--- src/rtl/shared_countdown_pkg.sv ---
// Shared types, defaults and the round-robin search used by shared_countdown_arbiter.
// The search helper is purely combinational; it only looks at the low n request bits.
package shared_countdown_pkg;

  localparam int NUM_REQ_DEF = 4;
  localparam int CNT_W_DEF   = 8;
  localparam int MAX_REQ     = 32;

  typedef enum logic [1:0] {IDLE, COUNT, DONE} state_t;

  // First set bit of req at or after last+1, wrapping modulo n; returns last when req is empty.
  function automatic int rr_next(input logic [MAX_REQ-1:0] req, input int n, input int last);
    int   idx;
    logic found;
    rr_next = last;
    found   = 1'b0;
    idx     = 0;
    for (int k = 1; k <= MAX_REQ; k++) begin
      if (k <= n && !found) begin
        idx = last + k;
        if (idx >= n) idx = idx - n;
        if (req[idx]) begin
          rr_next = idx;
          found   = 1'b1;
        end
      end
    end
  endfunction

endpackage

--- src/rtl/ld_down_counter.sv ---
// Loadable down-counter that saturates at zero; clr beats load beats en.
// One-cycle latency from any control input to count; zero is decoded from the register.
module ld_down_counter #(
  parameter int CNT_W = 8
) (
  input  logic             clk,
  input  logic             reset,
  input  logic             load,
  input  logic [CNT_W-1:0] load_val,
  input  logic             en,
  input  logic             clr,
  output logic [CNT_W-1:0] count,
  output logic             zero
);

  logic [CNT_W-1:0] count_q;
  logic [CNT_W-1:0] count_d;

  always_comb begin
    count_d = count_q;
    if (clr) begin
      count_d = '0;
    end else if (load) begin
      count_d = load_val;
    end else if (en && count_q != '0) begin
      count_d = count_q - CNT_W'(1);
    end
  end

  always_ff @(posedge clk) begin
    if (!reset) begin
      count_q <= '0;
    end else begin
      count_q <= count_d;
    end
  end

  assign count = count_q;
  assign zero  = (count_q == '0);

endmodule

--- src/rtl/shared_countdown_arbiter.sv ---
// Round-robin owner of one shared down-counter; grant, countdown of load_val, one-cycle done.
// Owner holds the counter for N+2 cycles; new requests wait until IDLE, dropping req aborts.
module shared_countdown_arbiter
  import shared_countdown_pkg::*;
#(
  parameter int NUM_REQ = NUM_REQ_DEF,
  parameter int CNT_W   = CNT_W_DEF
) (
  input  logic                     clk,
  input  logic                     reset,
  input  logic [NUM_REQ-1:0]       req,
  input  logic [NUM_REQ*CNT_W-1:0] load_val,
  output logic [NUM_REQ-1:0]       gnt,
  output logic                     busy,
  output logic [CNT_W-1:0]         count,
  output logic [NUM_REQ-1:0]       done
);

  localparam int PTR_W = (NUM_REQ > 1) ? $clog2(NUM_REQ) : 1;

  state_t             state_q;
  logic [NUM_REQ-1:0] gnt_q;
  logic [NUM_REQ-1:0] done_q;
  logic               busy_q;
  logic [PTR_W-1:0]   ptr_q;

  logic [PTR_W-1:0]   win_d;
  logic [CNT_W-1:0]   win_val_d;
  logic               owner_req;
  logic               cnt_load;
  logic               cnt_en;
  logic               cnt_clr;
  logic               cnt_zero;

  always_comb begin
    win_d     = PTR_W'(rr_next(MAX_REQ'(req), NUM_REQ, int'(ptr_q)));
    win_val_d = load_val[int'(win_d)*CNT_W +: CNT_W];
    owner_req = |(req & gnt_q);
    cnt_load  = (state_q == IDLE) && (|req);
    cnt_en    = (state_q == COUNT) && owner_req;
    // Abort and the DONE->IDLE hop both leave the counter at zero for the next owner.
    cnt_clr   = ((state_q == COUNT) && !owner_req) || (state_q == DONE);
  end

  ld_down_counter #(
    .CNT_W(CNT_W)
  ) u_cnt (
    .clk      (clk),
    .reset    (reset),
    .load     (cnt_load),
    .load_val (win_val_d),
    .en       (cnt_en),
    .clr      (cnt_clr),
    .count    (count),
    .zero     (cnt_zero)
  );

  always_ff @(posedge clk) begin
    if (!reset) begin
      state_q <= IDLE;
      gnt_q   <= '0;
      done_q  <= '0;
      busy_q  <= 1'b0;
      ptr_q   <= PTR_W'(NUM_REQ - 1);
    end else begin
      case (state_q)
        IDLE: begin
          if (|req) begin
            state_q <= COUNT;
            gnt_q   <= NUM_REQ'(1) << win_d;
            busy_q  <= 1'b1;
            ptr_q   <= win_d;
          end
        end
        COUNT: begin
          if (!owner_req) begin
            state_q <= IDLE;
            gnt_q   <= '0;
            busy_q  <= 1'b0;
          end else if (cnt_zero) begin
            state_q <= DONE;
            done_q  <= gnt_q;
          end
        end
        DONE: begin
          state_q <= IDLE;
          gnt_q   <= '0;
          done_q  <= '0;
          busy_q  <= 1'b0;
        end
        default: begin
          state_q <= IDLE;
          gnt_q   <= '0;
          done_q  <= '0;
          busy_q  <= 1'b0;
        end
      endcase
    end
  end

  assign gnt  = gnt_q;
  assign done = done_q;
  assign busy = busy_q;

endmodule

--- config.mk ---
export PLATFORM = sky130hd
export DESIGN_NAME = shared_countdown_arbiter
export DESIGN_NICKNAME = d
export VERILOG_FILES = /design/src/rtl/shared_countdown_pkg.sv /design/src/rtl/ld_down_counter.sv /design/src/rtl/shared_countdown_arbiter.sv
export SDC_FILE = /design/constraint.sdc
export NUM_CORES = 1
export LEC_CHECK = 0
export ABC_AREA = 1
export CAP_MARGIN = 5
export CELL_PAD_IN_SITES_DETAIL_PLACEMENT = 0
export CELL_PAD_IN_SITES_GLOBAL_PLACEMENT = 2
export CORE_MARGIN = 2
export CORE_UTILIZATION = 25
export DETAILED_ROUTE_END_ITERATION = 10
export PLACE_DENSITY = 0.85
export SLEW_MARGIN = 20
export SYNTH_ARGS = -nofsm -noshare
export SYNTH_HDL_FRONTEND = slang
export SYNTH_SLANG_ARGS = --single-unit
--- constraint.sdc ---
create_clock -name clk -period 3.1 [get_ports clk]
set_input_delay 0.62 -clock clk [delete_from_list [all_inputs] [get_ports clk]]
set_output_delay 0.62 -clock clk [all_outputs]
set_load 0.005 [all_outputs]
==> results of run 1 <==
## per-stage QoR
step	utilization, %	hold WS [ns]	total power [mW]	instance area (um2)	setup WS (ns)
after floorplan	-	0.4561	2.137	1702	1.008
after global placement	34.36	0.4487	2.646	2296	0.4934
after detailed placement	34.36	0.4520	2.632	2296	0.4651
after CTS	35.06	0.4648	2.827	2342	0.7143
after global routing	35.06	0.4732	3.176	2342	0.3940
final	35.06	0.4627	2.773	2342	0.7326
## cell type report
type | count | area (um2)
tap | 80 | 100.1
sequential | 21 | 420.4
clock inverter | 1 | 5.005
multi-input combinational | 215 | 1072
timing repair buffer | 56 | 555.5
clock buffer | 3 | 41.29
fill | 755 | 4339
inverter | 36 | 147.6
## kinds of logic (layout without fill, tap and decap cells)
group	count (synthesis)	in the layout	share of synthesized area, %
buf+inv	43	96	12.28
flops	21	21	24.71
simple gates	170	170	44.85
xor+xnor	2	2	1.030
compound gates	36	36	11.99
fa+ha+maj	7	7	5.147
## power breakdown
group / leakage (nW) / switching [mW] / internal, mW / total (mW)
clock: 0.0255 / 0.0926 / 0.0896 / 0.182
sequential: 0.172 / 0.111 / 0.365 / 0.476
combinational: 0.955 / 1.32 / 0.794 / 2.11
## worst reg2reg max path, delay by kind of cell, from the launching register on
kind,cells,cell delay [ns]
buf+inv,3,0.25
flops,1,0.44
fa+ha+maj,1,0.35
simple gates,14,1.26
## flip-flops by register name (all words and copies together), names as in the netlist
register	count
ptr_q	2
gnt	4
done	4
state_q	2
u_cnt.count	8
busy	1
## layout by cell type (no fill, tap or decap)
cell and n:
sky130_fd_sc_hd__inv_6 1, sky130_fd_sc_hd__o21bai_1 1, sky130_fd_sc_hd__a21oi_1 16, sky130_fd_sc_hd__o21ai_0 12
sky130_fd_sc_hd__nor2_1 18, sky130_fd_sc_hd__clkbuf_8 3, sky130_fd_sc_hd__a211oi_1 1, sky130_fd_sc_hd__o221ai_1 1
sky130_fd_sc_hd__or2_2 2, sky130_fd_sc_hd__inv_8 1, sky130_fd_sc_hd__ha_1 7, sky130_fd_sc_hd__inv_1 33
sky130_fd_sc_hd__xor2_1 2, sky130_fd_sc_hd__nor3b_2 1, sky130_fd_sc_hd__clkinv_2 1, sky130_fd_sc_hd__nand2_2 8
sky130_fd_sc_hd__a32oi_1 1, sky130_fd_sc_hd__nand3_1 22, sky130_fd_sc_hd__nand3_4 2, sky130_fd_sc_hd__o22ai_1 1
sky130_fd_sc_hd__nand2_4 1, sky130_fd_sc_hd__nor2_4 1, sky130_fd_sc_hd__clkdlybuf4s50_1 54, sky130_fd_sc_hd__nor2_2 1
sky130_fd_sc_hd__buf_4 2, sky130_fd_sc_hd__nand2_1 109, sky130_fd_sc_hd__a22o_1 2, sky130_fd_sc_hd__nand4_1 1
sky130_fd_sc_hd__a21boi_0 1, sky130_fd_sc_hd__nor3_1 1, sky130_fd_sc_hd__nand3_2 2, sky130_fd_sc_hd__nor4_1 1
sky130_fd_sc_hd__inv_2 1, sky130_fd_sc_hd__dfxtp_1 21
## layer usage
metal	vias up	share of wire [%]	wire length, um
met5	-	0	0
li1	989	-	-
met4	0	0.21	10
met1	786	49	2327
met2	46	46	2162
met3	2	4.6	217
## worst min path at each step
stage / startpoint / endpoint / slack [ns] / cells after the start
2_1_floorplan: done[0]$_SDFFE_PN0P_ / done[0]$_SDFFE_PN0P_ / 0.46 / 2
3_3_place_gp: done[2]$_SDFFE_PN0P_ / done[2]$_SDFFE_PN0P_ / 0.45 / 2
3_5_place_dp: done[2]$_SDFFE_PN0P_ / done[2]$_SDFFE_PN0P_ / 0.45 / 2
4_1_cts: done[2]$_SDFFE_PN0P_ / done[2]$_SDFFE_PN0P_ / 0.46 / 2
5_1_grt: done[1]$_SDFFE_PN0P_ / done[1]$_SDFFE_PN0P_ / 0.47 / 2
6_report: done[2]$_SDFFE_PN0P_ / done[2]$_SDFFE_PN0P_ / 0.46 / 2
==> impl_metrics.toml, run 1 <==
[status]
outcome = "finished clean"

[yosys]
synth_cells = 279
yosys_most_used_dff = "sky130_fd_sc_hd__dfxtp_1"
post_synthesis_register_bit_count = 21
syn-num-nets = 324
ys_async_sr_fraction_pct = 0
post_synth.cell_area_avg_um2 = 6.099
synth.most_common_cell = "sky130_fd_sc_hd__nand2_1"
synth_enable_flop_cells = 0
yosys-top-cells-count = "109 x sky130_fd_sc_hd__nand2_1, 33 x sky130_fd_sc_hd__inv_1, 22 x sky130_fd_sc_hd__nand3_1, 21 x sky130_fd_sc_hd__dfxtp_1, 18 x sky130_fd_sc_hd__nor2_1"
synthesis.yosys.warnings = 0
synth_top_cells_by_area = "sky130_fd_sc_hd__dfxtp_1 25%, sky130_fd_sc_hd__nand2_1 24%, sky130_fd_sc_hd__inv_1 7.3%"
post_synth_instance_area_um2 = 1702
synth_sequential_area_ratio_pct = 24.71
synth.largest_area_cell = "sky130_fd_sc_hd__dfxtp_1"
post_synth_num_cell_types = 34
post-synth-top-area-fraction_pct = 24.71

[critical_path]
worstPathRequired_ns = 3.31
worstSetupPathType = "input pin to flip-flop"
crit_path_end = "u_cnt.count[5]$_SDFFE_PP0P_"
worstRegToRegCells = 18
worstPathCellList = "clkdlybuf4s50_1, a22o_1, o21ai_0, or2_2, nand2_1, inv_1, a211oi_1, nand2_1, inv_1"
r2r-end = "u_cnt.count[6]$_SDFFE_PP0P_"
cp.arrival_ns = 2.58
crit_family = "buffers and inverters"
worstReg2RegStart = "ptr_q[1]$_SDFFE_PN1P_"
crit_start = "req[1]"
worstSetupPathDepth = 9
slowest_stage = "sky130_fd_sc_hd__clkdlybuf4s50_1"
r2r_setup_slack_ns = 0.76
timing.critical_path.from_type = "input pin"
end_kind = "flip-flop"
delay_of_the_slowest_cell_on_the_worst_path_ns = 0.53
cp_num_buf_inv = 3
crit_fanout = 12

[sta]
max_slew_margin_pct = 60.89
final_period_minus_worst_setup_slack_ns = 2.367
post-route-period-util_pct = 76.37
rsz0062_at_grt = "false"
report.final.slew_viol_count = 0
timing_worst_slew_pin_value_ns = 0.5806
fin_worst_skew_ns = 0.001943
achievable-frequency_mhz = 422.4
totalNegativeSetupSlack_ns = 0
final-setup-viol-count = 0
timing_hold_violations_final = 0

[grt]
global_route.overflow_total = 0
met1_usage_pct = 18.25
grt_first_pass_wirelength_um = 8390
gr-usage-met3_pct = 3.143
grt-busiest-layer = "met2"
antenna_found_initial = 0
grt_use_total_pct = 13.73
via_count_of_the_first_global_routing_pass = 1856
use_met2_pct = 23.57
grt_max_degree = 17

[floorplanning]
floorplan.die.width_um = 86.50
die_height_um = 86.50
core_region_area_um2 = 6681
initial_core_util_pct = 25.47
row_count = 30
i_o_pins = 55
total_die_area_um2 = 7482

[drt]
first_iter_violations = 99
drt.antenna.violating_nets = 0
routed_wirelength_um = 4718
route.detailed.wl_per_inst_um = 11.45
drt_first_pass_iters = 4
route.vias.total = 1823
detail_route.vias_per_cell = 4.425
drc = 0

[pwr]
power.density_nw_per_um2 = 1184
leakagePower_nw = 1.153
ir_worst_vdd_v = 0.0004626

[run]
maxCapViolations = 0

[place]
hpwl_dp_um = 3823
gp_congestion = 0.7606
placed_cells = 408
port-buffer-count = 54

[clock_network]
cts-resized-gates = 0
holdBufCountCts = 0
clock_root_cell = "sky130_fd_sc_hd__clkbuf_8"
cts-root-to-sink-buffers = 2
worst_setup_hold_path_clk_slew_ns = 0.08
postCtsSetupBuffers = 0
tritoncts.num_buffers = 3
clock_net_sink_count = 21
clk-insertion-delay-late_ns = 0.26
tritoncts = "yes"
depth_of_the_cts_h_tree = 1

[cells_and_area]
nets = 378
post_route_cells_drive_above_1_share_pct = 8.133
antennaDiodeCount = 0
area_delta_synth_final_pct = 37.65
fin_cells = 412

[worst_hold_path]
timing.hold.worst.class = "flip-flop to flip-flop"
Power figures use the tool's default switching activity.
==> run 2: changes to the inputs <==
CORE_UTILIZATION = 23   (was 25)
PLACE_DENSITY = 0.79   (was 0.85)
clock period = 2.2 ns   (was 3.1 ns; I/O delays follow)
==> run 2 against run 1 <==
  * Critical path depth increased by 6
  * Die area increased by 8.3%
  * Flip-flop and latch count unchanged
  * First-iteration DRC count decreased by 12%
  * Largest cell class unchanged
  * Largest power group unchanged
==> impl_metrics.toml, run 2 (same netlist as run 1, synthesis figures left out) <==
[sta]
timing_hold_violations_final = 0
post-route-period-util_pct = 91.48
fin_worst_skew_ns = 0.005768
report.final.slew_viol_count = 0
totalNegativeSetupSlack_ns = 0
fin_hold_ws_ns = 0.4618
timing_worst_slew_pin_value_ns = 0.5805
max_slew_margin_pct = 60.89
final-setup-viol-count = 0
final_period_minus_worst_setup_slack_ns = 2.013
achievable-frequency_mhz = 496.9

[pwr]
int_pwr_mw = 2.310
clkPwrFrac_pct = 5.7
leakagePower_nw = 1.335
power_frac_seq_pct = 13.7
ir_worst_vdd_v = 0.0005611
p_sw_mw = 2.496
power.density_nw_per_um2 = 1815
comb_power_share_pct = 80.6
switching_share_pct = 51.94

[critical_path]
path_common_cell = "sky130_fd_sc_hd__nand2_1"
timing.critical_path.from_type = "flip-flop"
delay_of_the_slowest_cell_on_the_worst_path_ns = 0.37
worstSetupPathType = "flip-flop to flip-flop"
crit_fanout = 5
end_kind = "flip-flop"
cp_num_buf_inv = 3
cp.arrival_ns = 2.18
crit_family = "simple AND/OR/NAND/NOR gates"
worstPathRequired_ns = 2.37
worstPathCellList = "inv_6, ha_4, inv_2, nand3_1, nand2_1, nor2_4, nand2_4, nand3_2, buf_4, nand3_1, nand2_1, nand2_1, nand2_1, o21bai_1, a21oi_1"
slowest_stage = "sky130_fd_sc_hd__dfxtp_4"

[clock_network]
clk-insertion-delay-late_ns = 0.27
depth_of_the_cts_h_tree = 1
cts-root-to-sink-buffers = 2
clock_root_cell = "sky130_fd_sc_hd__clkbuf_8"
tritoncts = "yes"
clock_net_sink_count = 21
worst_setup_hold_path_clk_slew_ns = 0.09
tritoncts.num_buffers = 3

[grt]
grt_first_pass_wirelength_um = 8328
grt-busiest-layer = "met2"
global_route.overflow_total = 0
via_count_of_the_first_global_routing_pass = 1812
grt_max_degree = 17
antenna_found_initial = 0
gr-usage-met3_pct = 2.934
met1_usage_pct = 16.65
grt_use_total_pct = 12.30
use_met2_pct = 20.24

[drt]
routed_wirelength_um = 5235
route.detailed.wl_per_inst_um = 11.46
route.vias.total = 1918
drt_first_pass_iters = 5
drc = 0
first_iter_violations = 87
drt.antenna.violating_nets = 0
detail_route.vias_per_cell = 4.197

[cells_and_area]
area_delta_synth_final_pct = 55.59
most_common_cell_after_layout_fill_and_taps_aside = "sky130_fd_sc_hd__nand2_1"
nets = 404
post_route_cells_drive_above_1_share_pct = 16.76
fillers = 803
ff_latch_area_um2 = 424.2
mostFrequentLayoutCells = "108 x sky130_fd_sc_hd__nand2_1, 50 x sky130_fd_sc_hd__clkdlybuf4s50_1, 32 x sky130_fd_sc_hd__inv_1, 26 x sky130_fd_sc_hd__buf_4, 21 x sky130_fd_sc_hd__nand3_1"
largest_register_ffs = 8
multiInputGateArea_um2 = 1160
finalInstanceArea_um2 = 2648
antennaDiodeCount = 0

[floorplanning]
core_region_area_um2 = 7214
initial_core_util_pct = 23.59
die_height_um = 90.02
i_o_pins = 55
total_die_area_um2 = 8103
floorplan.die.width_um = 90.02
row_count = 31

[status]
outcome = "finished clean"

[place]
gp_congestion = 0.7690
hpwl_dp_um = 3995
port-buffer-count = 54
placed_cell_area_um2 = 2485

[worst_hold_path]
timing.hold.worst.class = "flip-flop to flip-flop"

[run]
maxCapViolations = 0
-- run 2: cell count changes in the layout (fill, tap and decap cells not counted), moves of 4 or more --
cell,delta
sky130_fd_sc_hd__nand2_2,-4
sky130_fd_sc_hd__clkdlybuf4s50_1,-4
sky130_fd_sc_hd__nand2_4,+6
sky130_fd_sc_hd__dlymetal6s2s_1,+4
sky130_fd_sc_hd__buf_4,+24
-- run 2: area by class of cell --
class,instances,area share (%)
Multi-Input combinational cell,217,43.81
Timing Repair Buffer,80,28.17
Sequential cell,21,16.02
Inverter,36,5.577
Tap cell,99,4.679
Clock buffer,3,1.560
Clock inverter,1,0.1890
-- run 2: what timing repair did --
| item | 4_1_cts | 5_1_grt |
|---|---|---|
| resized for setup | 0 | 20 |
| setup buffers | 0 | 2 |
| endpoints found under the hold margin | 0 | 0 |
| setup endpoints to repair | 0 | 9 |
| hold buffers | 0 | 0 |
-- run 2: worst reg2reg max path, cell delays in order (launching register included) --
cell and delay (ns):
sky130_fd_sc_hd__dfxtp_4 0.37, sky130_fd_sc_hd__inv_6 0.05, sky130_fd_sc_hd__ha_4 0.24, sky130_fd_sc_hd__inv_2 0.07, sky130_fd_sc_hd__nand3_1 0.08, sky130_fd_sc_hd__nand2_1 0.11, sky130_fd_sc_hd__nor2_4 0.05, sky130_fd_sc_hd__nand2_4 0.10
sky130_fd_sc_hd__nand3_2 0.19, sky130_fd_sc_hd__buf_4 0.20, sky130_fd_sc_hd__nand3_1 0.09, sky130_fd_sc_hd__nand2_1 0.06, sky130_fd_sc_hd__nand2_1 0.06, sky130_fd_sc_hd__nand2_1 0.06, sky130_fd_sc_hd__o21bai_1 0.13, sky130_fd_sc_hd__a21oi_1 0.08
-- run 2: final timing paths --
check / from / to / slack, ns / cells after the start
max: ptr_q[0]$_SDFFE_PN1P_ / u_cnt.count[0]$_SDFFE_PP0P_ / 0.19 / 15
min: done[2]$_SDFFE_PN0P_ / done[2]$_SDFFE_PN0P_ / 0.46 / 2
max reg2reg: ptr_q[0]$_SDFFE_PN1P_ / u_cnt.count[0]$_SDFFE_PP0P_ / 0.19 / 15
min reg2reg: done[2]$_SDFFE_PN0P_ / done[2]$_SDFFE_PN0P_ / 0.46 / 2
-- run 2: power by group through the flow --
stage               combinational (mW)  clock (mW)  sequential [mW]
global placement                  3.48           0            0.668
floorplan                         2.36           0            0.648
finish                            3.87       0.275            0.659
detailed placement                3.49           0            0.663
global route                      4.37       0.296            0.678
CTS                               3.50       0.284            0.656
-- run 2: metal layers --
| layer | up-vias | part of all wire (%) |
|---|---|---|
| li1 | 1044 | - |
| met1 | 817 | 50 |
| met2 | 51 | 45 |
| met3 | 6 | 4.9 |
| met4 | 0 | 0.88 |
| met5 | - | 0 |
-- run 2: per-stage QoR --
stage	setup slack (ns)	power (mW)	cells	utilization, %
after floorplan	0.1076	3.012	279	-
after global placement	-0.1933	4.150	449	34.44
after detailed placement	-0.2248	4.151	449	34.44
after CTS	0.002450	4.444	453	35.09
after global routing	-0.005123	5.344	457	36.70
final	0.1875	4.805	457	36.70
